## config.mk

```make
export PLATFORM = sky130hd
export DESIGN_NAME = sdram_uart_dumper
export DESIGN_NICKNAME = d
export VERILOG_FILES = /design/src/rtl/sdram_uart_dumper_pkg.sv /design/src/rtl/dump_tx_handshake.sv /design/src/rtl/sdram_uart_dumper.sv
export SDC_FILE = /design/constraint.sdc
export NUM_CORES = 1
export LEC_CHECK = 0
export ABC_CLOCK_PERIOD_IN_PS = 3900
export CAP_MARGIN = 20
export CELL_PAD_IN_SITES_DETAIL_PLACEMENT = 0
export CELL_PAD_IN_SITES_GLOBAL_PLACEMENT = 1
export CORE_MARGIN = 3
export CORE_UTILIZATION = 40
export CTS_CLUSTER_SIZE = 24
export DETAILED_ROUTE_END_ITERATION = 16
export MAX_ROUTING_LAYER = met4
export PLACE_DENSITY_LB_ADDON = 0.1
export SYNTH_ARGS = -nofsm -noshare
export SYNTH_HDL_FRONTEND = slang
export SYNTH_HIERARCHICAL = 1
export SYNTH_SLANG_ARGS = --single-unit
```

## constraint.sdc

```tcl
create_clock -name clk100 -period 3.9 [get_ports clk100]
set_clock_uncertainty 0.2 [all_clocks]
set_input_delay 0.78 -clock clk100 [delete_from_list [all_inputs] [get_ports clk100]]
set_output_delay 0.78 -clock clk100 [all_outputs]
set_load 0.05 [all_outputs]
```

## src/rtl/sdram_uart_dumper_pkg.sv

```systemverilog
// Shared state encodings and byte constants for the SDRAM-to-UART dump path.
// The trailer states exist only when DUMP_TRAILER_EN is defined.
package sdram_uart_dumper_pkg;

  localparam logic [7:0] SYNC_BYTE_DEFAULT = 8'hA5;
  localparam logic [7:0] TRAILER_BYTE      = 8'h5A;

  typedef enum logic [3:0] {
    ST_IDLE,
    ST_RD_REQ,
    ST_RD_WAIT,
    ST_TX_SYNC,
    ST_TX_B3,
    ST_TX_B2,
    ST_TX_B1,
    ST_TX_B0,
`ifdef DUMP_TRAILER_EN
    ST_TRL_A,
    ST_TRL_B,
    ST_TRL_SUM,
`endif
    ST_DONE,
    ST_ERROR
  } dump_state_e;

  typedef enum logic [1:0] {
    HS_IDLE,
    HS_SENT,
    HS_GUARD
  } hs_state_e;

  function automatic logic [7:0] word_byte(input logic [31:0] w, input logic [1:0] idx);
    return w[{idx, 3'b000} +: 8];
  endfunction

  function automatic logic [7:0] byte_sum(input logic [31:0] w);
    return w[31:24] + w[23:16] + w[15:8] + w[7:0];
  endfunction

endpackage

```

## src/rtl/dump_tx_handshake.sv

```systemverilog
// One-byte UART sequencer: waits for tx_ready, pulses tx_en for one cycle,
// then spends one guard cycle before reporting ack and returning to idle.
module dump_tx_handshake
  import sdram_uart_dumper_pkg::*;
(
  input  logic       clk100,
  input  logic       rst_p,
  input  logic       req,
  input  logic [7:0] byte_in,
  input  logic       tx_ready,
  output logic [7:0] tx_byte,
  output logic       tx_en,
  output logic       idle,
  output logic       ack
);

  hs_state_e  hs_q, hs_d;
  logic [7:0] byte_q, byte_d;

  always_ff @(posedge clk100 or posedge rst_p) begin
    if (rst_p) begin
      hs_q   <= HS_IDLE;
      byte_q <= 8'h00;
    end else begin
      hs_q   <= hs_d;
      byte_q <= byte_d;
    end
  end

  // The parent holds req and byte_in steady while idle, so no separate wait state is needed.
  always_comb begin
    hs_d   = hs_q;
    byte_d = byte_q;
    case (hs_q)
      HS_IDLE: begin
        if (req && tx_ready) begin
          hs_d   = HS_SENT;
          byte_d = byte_in;
        end
      end
      HS_SENT:  hs_d = HS_GUARD;
      HS_GUARD: hs_d = HS_IDLE;
      default:  hs_d = HS_IDLE;
    endcase
  end

  assign tx_byte = byte_q;
  assign tx_en   = (hs_q == HS_SENT);
  assign idle    = (hs_q == HS_IDLE);
  assign ack     = (hs_q == HS_GUARD);

endmodule

```

## src/rtl/sdram_uart_dumper.sv

```systemverilog
// Reads SDRAM words from address 0 upward and streams each as SYNC_BYTE + 4 data bytes to the UART.
// Define DUMP_TRAILER_EN to append 5A 5A <modulo-256 data byte sum> before DONE.
module sdram_uart_dumper
  import sdram_uart_dumper_pkg::*;
#(
  parameter int unsigned ADDR_W     = 23,
  parameter logic [7:0]  SYNC_BYTE  = SYNC_BYTE_DEFAULT,
  parameter int unsigned RD_TIMEOUT = 1024
) (
  input  logic              clk100,
  input  logic              rst_p,
  input  logic              start,
  input  logic              abort,
  input  logic [ADDR_W-1:0] last_addr,
  input  logic              cmd_ready,
  output logic              cmd_enable,
  output logic              cmd_wr,
  output logic [ADDR_W-1:0] cmd_address,
  input  logic [31:0]       data_out,
  input  logic              data_out_ready,
  output logic [7:0]        tx_byte,
  output logic              tx_en,
  input  logic              tx_ready,
  output logic              busy,
  output logic              done,
  output logic              error
);

  localparam int TMR_W = $clog2(RD_TIMEOUT + 1);

`ifdef DUMP_TRAILER_EN
  localparam dump_state_e ST_FINISH = ST_TRL_A;
`else
  localparam dump_state_e ST_FINISH = ST_DONE;
`endif

  dump_state_e       state_q, state_d;
  logic [ADDR_W-1:0] addr_q, addr_d;
  logic [ADDR_W-1:0] last_q, last_d;
  logic [31:0]       word_q, word_d;
  logic [TMR_W-1:0]  timer_q, timer_d;
  logic              abort_q, abort_d;
`ifdef DUMP_TRAILER_EN
  logic [7:0]        sum_q, sum_d;
`endif

  logic        hs_req, hs_idle, hs_ack;
  logic [7:0]  hs_byte;
  logic        send;
  dump_state_e after_byte;
  logic        abort_hit;
  logic        last_word;
  logic        cmd_enable_c;

  always_ff @(posedge clk100 or posedge rst_p) begin
    if (rst_p) begin
      state_q <= ST_IDLE;
      addr_q  <= '0;
      last_q  <= '0;
      word_q  <= '0;
      timer_q <= '0;
      abort_q <= 1'b0;
`ifdef DUMP_TRAILER_EN
      sum_q   <= 8'h00;
`endif
    end else begin
      state_q <= state_d;
      addr_q  <= addr_d;
      last_q  <= last_d;
      word_q  <= word_d;
      timer_q <= timer_d;
      abort_q <= abort_d;
`ifdef DUMP_TRAILER_EN
      sum_q   <= sum_d;
`endif
    end
  end

  // A same-cycle abort pulse counts, so abort with data_out_ready skips TX_SYNC.
  assign abort_hit = abort_q | abort;
  // A cleared word (bit0 == 0) ends the dump as early as reaching last_addr does.
  assign last_word = (addr_q == last_q) || !word_q[0];

  always_comb begin
    state_d      = state_q;
    addr_d       = addr_q;
    last_d       = last_q;
    word_d       = word_q;
    timer_d      = timer_q;
    abort_d      = abort_q | (abort & busy);
`ifdef DUMP_TRAILER_EN
    sum_d        = sum_q;
`endif
    cmd_enable_c = 1'b0;
    hs_req       = 1'b0;
    hs_byte      = 8'h00;
    send         = 1'b0;
    after_byte   = state_q;

    case (state_q)
      ST_IDLE, ST_DONE, ST_ERROR: begin
        if (start) begin
          state_d = ST_RD_REQ;
          addr_d  = '0;
          last_d  = last_addr;
`ifdef DUMP_TRAILER_EN
          sum_d   = 8'h00;
`endif
        end
      end
      ST_RD_REQ: begin
        if (abort_hit) begin
          state_d = ST_DONE;
        end else if (cmd_ready) begin
          cmd_enable_c = 1'b1;
          timer_d      = TMR_W'(1);
          state_d      = ST_RD_WAIT;
        end
      end
      ST_RD_WAIT: begin
        if (data_out_ready) begin
          word_d  = data_out;
`ifdef DUMP_TRAILER_EN
          sum_d   = sum_q + byte_sum(data_out);
`endif
          state_d = abort_hit ? ST_DONE : ST_TX_SYNC;
        end else if (timer_q == TMR_W'(RD_TIMEOUT - 1)) begin
          state_d = ST_ERROR;
        end else begin
          timer_d = timer_q + TMR_W'(1);
        end
      end
      ST_TX_SYNC: begin
        send = 1'b1; hs_byte = SYNC_BYTE; after_byte = ST_TX_B3;
      end
      ST_TX_B3: begin
        send = 1'b1; hs_byte = word_byte(word_q, 2'd3); after_byte = ST_TX_B2;
      end
      ST_TX_B2: begin
        send = 1'b1; hs_byte = word_byte(word_q, 2'd2); after_byte = ST_TX_B1;
      end
      ST_TX_B1: begin
        send = 1'b1; hs_byte = word_byte(word_q, 2'd1); after_byte = ST_TX_B0;
      end
      ST_TX_B0: begin
        send       = 1'b1;
        hs_byte    = word_byte(word_q, 2'd0);
        after_byte = last_word ? ST_FINISH : ST_RD_REQ;
        if (hs_ack && !last_word) addr_d = addr_q + ADDR_W'(1);
      end
`ifdef DUMP_TRAILER_EN
      ST_TRL_A: begin
        send = 1'b1; hs_byte = TRAILER_BYTE; after_byte = ST_TRL_B;
      end
      ST_TRL_B: begin
        send = 1'b1; hs_byte = TRAILER_BYTE; after_byte = ST_TRL_SUM;
      end
      ST_TRL_SUM: begin
        send = 1'b1; hs_byte = sum_q; after_byte = ST_DONE;
      end
`endif
      default: state_d = ST_IDLE;
    endcase

    // Byte boundary: an idle sequencer means no byte is in flight, so abort can stop here.
    if (send) begin
      if (hs_idle) begin
        if (abort_hit) state_d = ST_DONE;
        else           hs_req  = 1'b1;
      end else if (hs_ack) begin
        state_d = after_byte;
      end
    end

    if (state_d inside {ST_IDLE, ST_DONE, ST_ERROR}) abort_d = 1'b0;
  end

  dump_tx_handshake u_tx (
    .clk100   (clk100),
    .rst_p    (rst_p),
    .req      (hs_req),
    .byte_in  (hs_byte),
    .tx_ready (tx_ready),
    .tx_byte  (tx_byte),
    .tx_en    (tx_en),
    .idle     (hs_idle),
    .ack      (hs_ack)
  );

  assign cmd_enable  = cmd_enable_c;
  assign cmd_wr      = 1'b0;
  assign cmd_address = addr_q;
  assign busy        = !(state_q inside {ST_IDLE, ST_DONE, ST_ERROR});
  assign done        = (state_q == ST_DONE);
  assign error       = (state_q == ST_ERROR);

endmodule

```

==> results of run 1 <==
[registers in the layout (all words and copies together) (netlist names)]
name          cells
abort_q           1
cmd_address      23
last_q           23
state_q           4
timer_q          11
u_tx/hs_q         2
u_tx/tx_byte      8
word_q           32
[cell families (layout without fill, tap and decap cells)]
group	Yosys count	in the layout	synth area share, %
compound gates	59	59	7.281
xor+xnor	39	39	6.495
fa+ha+maj	2	2	0.4758
buf+inv	34	131	3.188
flops	104	104	49.49
mux	50	50	11.42
other cells	1	1	0.07131
simple gates	227	227	21.58
[cells in the mapped netlist (4+ instances only)]
| cell type | instances |
|---|---|
| a21oi_1 | 12 |
| buf_2 | 4 |
| clkbuf_1 | 12 |
| dfrtp_1 | 104 |
| inv_1 | 7 |
| mux2_2 | 40 |
| mux2i_1 | 6 |
| mux4_2 | 4 |
| nand2_1 | 98 |
| nand2b_1 | 8 |
| nand3_1 | 15 |
| nand4_1 | 8 |
| nor2_1 | 28 |
| nor2b_1 | 9 |
| nor3_1 | 11 |
| nor4_1 | 8 |
| o211ai_1 | 8 |
| o21ai_0 | 17 |
| o22ai_1 | 4 |
| or3_1 | 8 |
| or4_1 | 10 |
| xnor2_1 | 7 |
| xor2_1 | 32 |
[report_power, final]
group | internal (mW) | switching (mW)
combinational | 0.593 | 0.618
clock | 0.534 | 0.390
sequential | 1.41 | 0.265
total | 2.54 | 1.27
[through the flow]
stage | cell area, um^2 | cells
floorplan | 5259 | 516
global placement | 6409 | 769
detailed placement | 6409 | 769
CTS | 6718 | 785
global route | 6718 | 785
finish | 6718 | 785
[final cells by class]
class	count	area, um^2
clock inverter	4	52.55
sequential	104	2603
timing repair buffer	106	1061
inverter	9	35.03
multi-input combinational	378	2495
tap	172	215.2
fill	1214	6005
clock buffer	12	256.5
[cell usage in the layout, fill, tap and decap left out, types with 4 or more instances in the layout]
cell	count
xnor2_1	7
nand3_1	15
mux4_2	4
mux2_2	40
o211ai_1	8
clkdlybuf4s50_1	96
a21oi_1	12
nand4_1	8
clkbuf_16	9
mux2i_1	6
or3_1	8
dfrtp_1	104
nor3_1	11
nor4_1	8
nor2_1	28
o22ai_1	4
nand2b_1	8
xor2_1	32
nand2_1	98
nor2b_1	9
or4_1	10
buf_4	8
inv_1	6
o21ai_0	17
[metal layers]
layer	up-vias	part of all wire (%)	track usage, %
met2	96	47	27.42
li1	2001	-	-
met4	0	0.99	4.816
met3	9	4.5	4.490
met5	-	0	-
met1	1991	48	25.08
[worst min path at each step]
stage                                   startpoint                        to  slack (ns)  depth (start not counted)
after floorplan           u_tx/hs_q[1]$_DFFE_PP0P_  u_tx/hs_q[1]$_DFFE_PP0P_        0.26                          1
after global placement       last_q[8]$_DFFE_PP0P_     last_q[8]$_DFFE_PP0P_        0.28                          2
after detailed placement    last_q[18]$_DFFE_PP0P_    last_q[18]$_DFFE_PP0P_        0.29                          2
after CTS                   last_q[18]$_DFFE_PP0P_    last_q[18]$_DFFE_PP0P_        0.30                          2
after global routing        last_q[22]$_DFFE_PP0P_    last_q[22]$_DFFE_PP0P_        0.32                          2
final                       last_q[18]$_DFFE_PP0P_    last_q[18]$_DFFE_PP0P_        0.29                          2
[critical path, stage by stage, from the launching register on]
cell,delay (ns)
dfrtp_1,0.78
nand2_1,0.37
nand2_1,0.18
clkdlybuf4s50_1,0.81
==> impl_metrics.csv, run 1 <==
group,metric,value,unit
final_layout,fin_util,52.80,%
route,drt_pass1_iterations,4,
pwr,finalPower,3.808,mW
clock_network,cts_tree,"yes",
critical_path,crit_path_max_fanout,17,
critical_path,end_kind,"output pin",
route,wl,12410,um
floorplan,die_h,120.7,um
final_layout,layout.nets,672,
global_routing,grt.total_usage,18.29,%
clock_network,cts_resized,0,
floorplan,die_area,14560,um^2
clock_network,clkTransAtPathRegs,0.07,ns
floorplan,ios,99,
clock_network,worstSkewPairLatency,0.35,ns
yosys,yosysWarnings,6,
sta,grt_setup_unrepaired,"no",
global_routing,antenna_found_initial,0,
sta,finalSetupViolations,0,
sta,fin_crit_sh,89.41,%
worst_hold_path,hp-class,"flop to flop",
placed_design,pre_cts_slack,0.6700,ns
sta,worst_pin_slew,0.6853,ns
floorplan,dieWidth,120.7,um
route,wl_per_cell,15.81,um
sta,final_max_slew_viol_count,0,
critical_path,crit_path_start_kind,"flop",
clock_network,cts_hold_buf,0,
flow_run,max_cap_viol_count,0,
placed_design,routabilityCongestion,0.8336,
floorplan,start_util,41.34,%
yosys,syn_avg_cell_area,10.19,um^2
yosys,syn_area,5259,um^2
sta,hold_viol,0,
yosys,synthFlopType,"dfrtp_1",
sta,max_freq,286.8,MHz
pwr,p_leak,2.934,nW
yosys,async_reset_ff_share,100.0,%
sta,finalCriticalPeriod,3.487,ns
global_routing,grt_pass1_vias,4071,
final_layout,antenna_cells,0,
floorplan,core-area,12720,um^2
yosys,ys_ff_latch,104,
placed_design,portBuffers,97,
critical_path,reg2reg_to,"abort_q$_DFF_PP0_",
critical_path,arrival,2.51,ns
yosys,ys_types,58,
final_layout,final_layout_size_suffix_gt1_share,13.70,%
yosys,synth-edff-count,0,
critical_path,startpoint,"state_q[0]$_DFF_PP0_",
sta,setup_tns,0,ns
clock_network,htree_levels,3,
critical_path,crit_required,2.92,ns
pwr,p_per_area,566.8,nW/um^2
status,status,"completed",
yosys,ys_seq_area_share,49.49,%
yosys,yosysTopAreaCellShare,49.49,%
sta,slew_headroom,54.32,%
yosys,synth.area.top_cells,"dfrtp_1 49%, mux2_2 8.6%, nand2_1 7.0%",
final_layout,area_growth,27.74,%
clock_network,cts_buffers,9,
global_routing,grt_max_degree,59,
placed_design,hpwlAfterDp,8881,um
critical_path,critical_path_class,"flop to output pin",
yosys,synthCells,516,
clock_network,postCtsSetupRepairBufs,0,
global_routing,grt-ovfl-total,0,
clock_network,cts.sinks,104,
critical_path,r2r_cells,7,
floorplan,row_count,41,
route,ant_nets,0,
route,drc,0,
sta,hold_slack,0.2945,ns
global_routing,grt_pass1_wl,20730,um
yosys,syn-num-nets,580,
clock_network,root_buffer,"clkbuf_16",
route,vias_per_cell,5.219,
pwr,vdd_ir_drop_max,0.3008,mV
yosys,yosysTopAreaCell,"dfrtp_1",
clock_network,clockBufferDepth,2,
critical_path,endpoint,"busy",
critical_path,reg2reg_slack,1.03,ns
route,drt-initial-drc-count,260,
sta,layout_setup_ws,0.4129,ns
critical_path,timing.rr.start,"state_q[1]$_DFF_PP0_",
route,vias,4097,
Power figures use the tool's default switching activity.
==> run 2: changes to the inputs <==
GPL_TIMING_DRIVEN = 0   (was not set)
==> run 2 against run 1 <==
Hold slack improved by 0.0019 ns. Count of clock-buffer cells in the layout decreased by 2. Critical endpoint is now cmd_enable. Critical path depth increased by 2. Clock power increased by 1%. Routed wire length increased by 8.2%. Highest routed layer unchanged. Final area increased by 0.93%. First-iteration DRC count decreased by 12%. Flip-flop and latch count unchanged. Largest cell class unchanged.
==> impl_metrics.csv, run 2 (same netlist as run 1, synthesis figures left out) <==
group,metric,value,unit
status,status,"completed",
global_routing,grt.total_usage,19.71,%
sta,slew_headroom,56.19,%
clock_network,cts_hold_buf,0,
sta,grt_setup_unrepaired,"no",
sta,worst_pin_slew,0.6571,ns
placed_design,post_dp_cell_area,6475,um^2
final_layout,regMostFlops,"word_q",
placed_design,place_inst,786,
clock_network,cts_buffers,9,
critical_path,critPathBufInv,3,
clock_network,clkTransAtPathRegs,0.07,ns
sta,final_max_slew_viol_count,0,
floorplan,row_count,41,
final_layout,layout.nets,689,
global_routing,grt-ovfl-total,0,
floorplan,die_h,120.7,um
floorplan,core-area,12720,um^2
critical_path,cpLargestDelayFamily,"buffers and inverters",
placed_design,hpwlAfterDp,9759,um
final_layout,final_cells,802,
critical_path,critical_path_class,"primary input to output pin",
critical_path,cpPeakStageDelay,0.56,ns
route,vias_per_cell,5.246,
global_routing,globalRouteMet1Util,27.08,%
floorplan,die_area,14560,um^2
floorplan,start_util,41.34,%
pwr,p_leak,2.957,nW
global_routing,grt_util_met3,5.145,%
global_routing,grt_pass1_wl,21770,um
route,ant_nets,0,
critical_path,path_cells,"clkdlybuf4s50_1 > nor2_1 > nand4_1 > clkinv_1 > dlygate4sd2_1",
route,wl,13430,um
final_layout,antenna_cells,0,
pwr,p_per_area,570.3,nW/um^2
placed_design,portBuffers,97,
final_layout,area_growth,28.93,%
sta,hold_slack,0.2964,ns
final_layout,final_layout_size_suffix_gt1_share,13.65,%
clock_network,htree_levels,3,
worst_hold_path,hp-class,"flop to flop",
placed_design,pre_cts_slack,-0.04392,ns
critical_path,crit_path_max_fanout,9,
final_layout,final_common_cell,"dfrtp_1",
sta,layout_setup_ws,0.2299,ns
route,drc,0,
sta,max_freq,272.5,MHz
critical_path,end_kind,"output pin",
route,drt_pass1_iterations,4,
clock_network,root_buffer,"clkbuf_16",
sta,hold_viol,0,
final_layout,final_cell_area,6780,um^2
route,vias,4207,
sta,finalSetupViolations,0,
floorplan,ios,99,
global_routing,met2_usage,29.41,%
critical_path,crit_required,2.92,ns
route,wl_per_cell,16.75,um
global_routing,antenna_found_initial,0,
global_routing,top_usage_layer,"met2",
placed_design,routabilityCongestion,0.8309,
clock_network,worstSkewPairLatency,0.36,ns
flow_run,max_cap_viol_count,0,
final_layout,largest_reg_flops,32,
clock_network,clockBufferDepth,2,
pwr,vdd_ir_drop_max,0.3090,mV
critical_path,crit_slowest_cell,"dlygate4sd2_1",
final_layout,layout_common_cells,"104 x dfrtp_1, 98 x nand2_1, 96 x clkdlybuf4s50_1",
global_routing,grt_pass1_vias,4222,
route,drt-initial-drc-count,229,
critical_path,arrival,2.69,ns
sta,fin_crit_sh,94.11,%
critical_path,crit_path_start_kind,"primary input",
pwr,finalPower,3.866,mW
global_routing,grt_max_degree,50,
clock_network,cts.sinks,104,
floorplan,dieWidth,120.7,um
sta,finalCriticalPeriod,3.670,ns
clock_network,cts_tree,"yes",
==> run 2: cell count changes in the layout (fill, tap and decap cells not counted), moves of 2 or more <==
cell and delta:
buf_4 -5, buf_6 +3, buf_12 -2, clkbuf_1 +11
buf_2 +4, clkinvlp_4 +2, buf_1 +2
==> run 2: final timing paths <==
path	from	end	slack, ns	depth (start not counted)
worst max-delay path	abort	cmd_enable	0.23	5
worst min-delay path	u_tx/hs_q[1]$_DFFE_PP0P_	u_tx/hs_q[1]$_DFFE_PP0P_	0.30	1
worst max register to register	cmd_address[6]$_DFFE_PP0P_	cmd_address[5]$_DFFE_PP0P_	1.05	6
worst min register to register	u_tx/hs_q[1]$_DFFE_PP0P_	u_tx/hs_q[1]$_DFFE_PP0P_	0.30	1
max in group asynchronous	rst_p	word_q[5]$_DFFE_PP0P_	2.17	3
min in group asynchronous	rst_p	u_tx/hs_q[0]$_DFFE_PP0P_	0.61	2
==> run 2: area by class of cell <==
cell class	count	area, um^2
buffer	25	133.9
sequential	104	2603
fill	1179	5942
timing repair buffer	98	997.2
multi-input combinational	378	2489
clock buffer	10	239.0
tap	172	215.2
clock inverter	6	67.56
inverter	9	36.28
==> run 2: timing repair <==
action                                  in CTS  in global routing
endpoints found under the setup margin       1                  0
resized for setup                            1                  0
buffers inserted                             0                  0
==> run 2: layer usage <==
layer,up-vias,share of wire [%]
li1,2026,-
met1,2078,48
met2,94,47
met3,9,4.8
met4,0,0.89
met5,-,0
==> run 2: where the power goes <==
| part | switching [mW] | internal, mW | total (mW) |
|---|---|---|---|
| Combinational | 0.707 | 0.607 | 1.31 |
| Sequential | 0.210 | 1.41 | 1.62 |
| Clock | 0.417 | 0.518 | 0.934 |
==> run 2: per-stage QoR <==
step	util, %	setup TNS (ns)
2_1_floorplan	-	0
3_3_place_gp	50.66	-104.88
3_5_place_dp	50.90	-0.04392
4_1_cts	53.29	0
5_1_grt	53.29	0
6_report	53.29	0
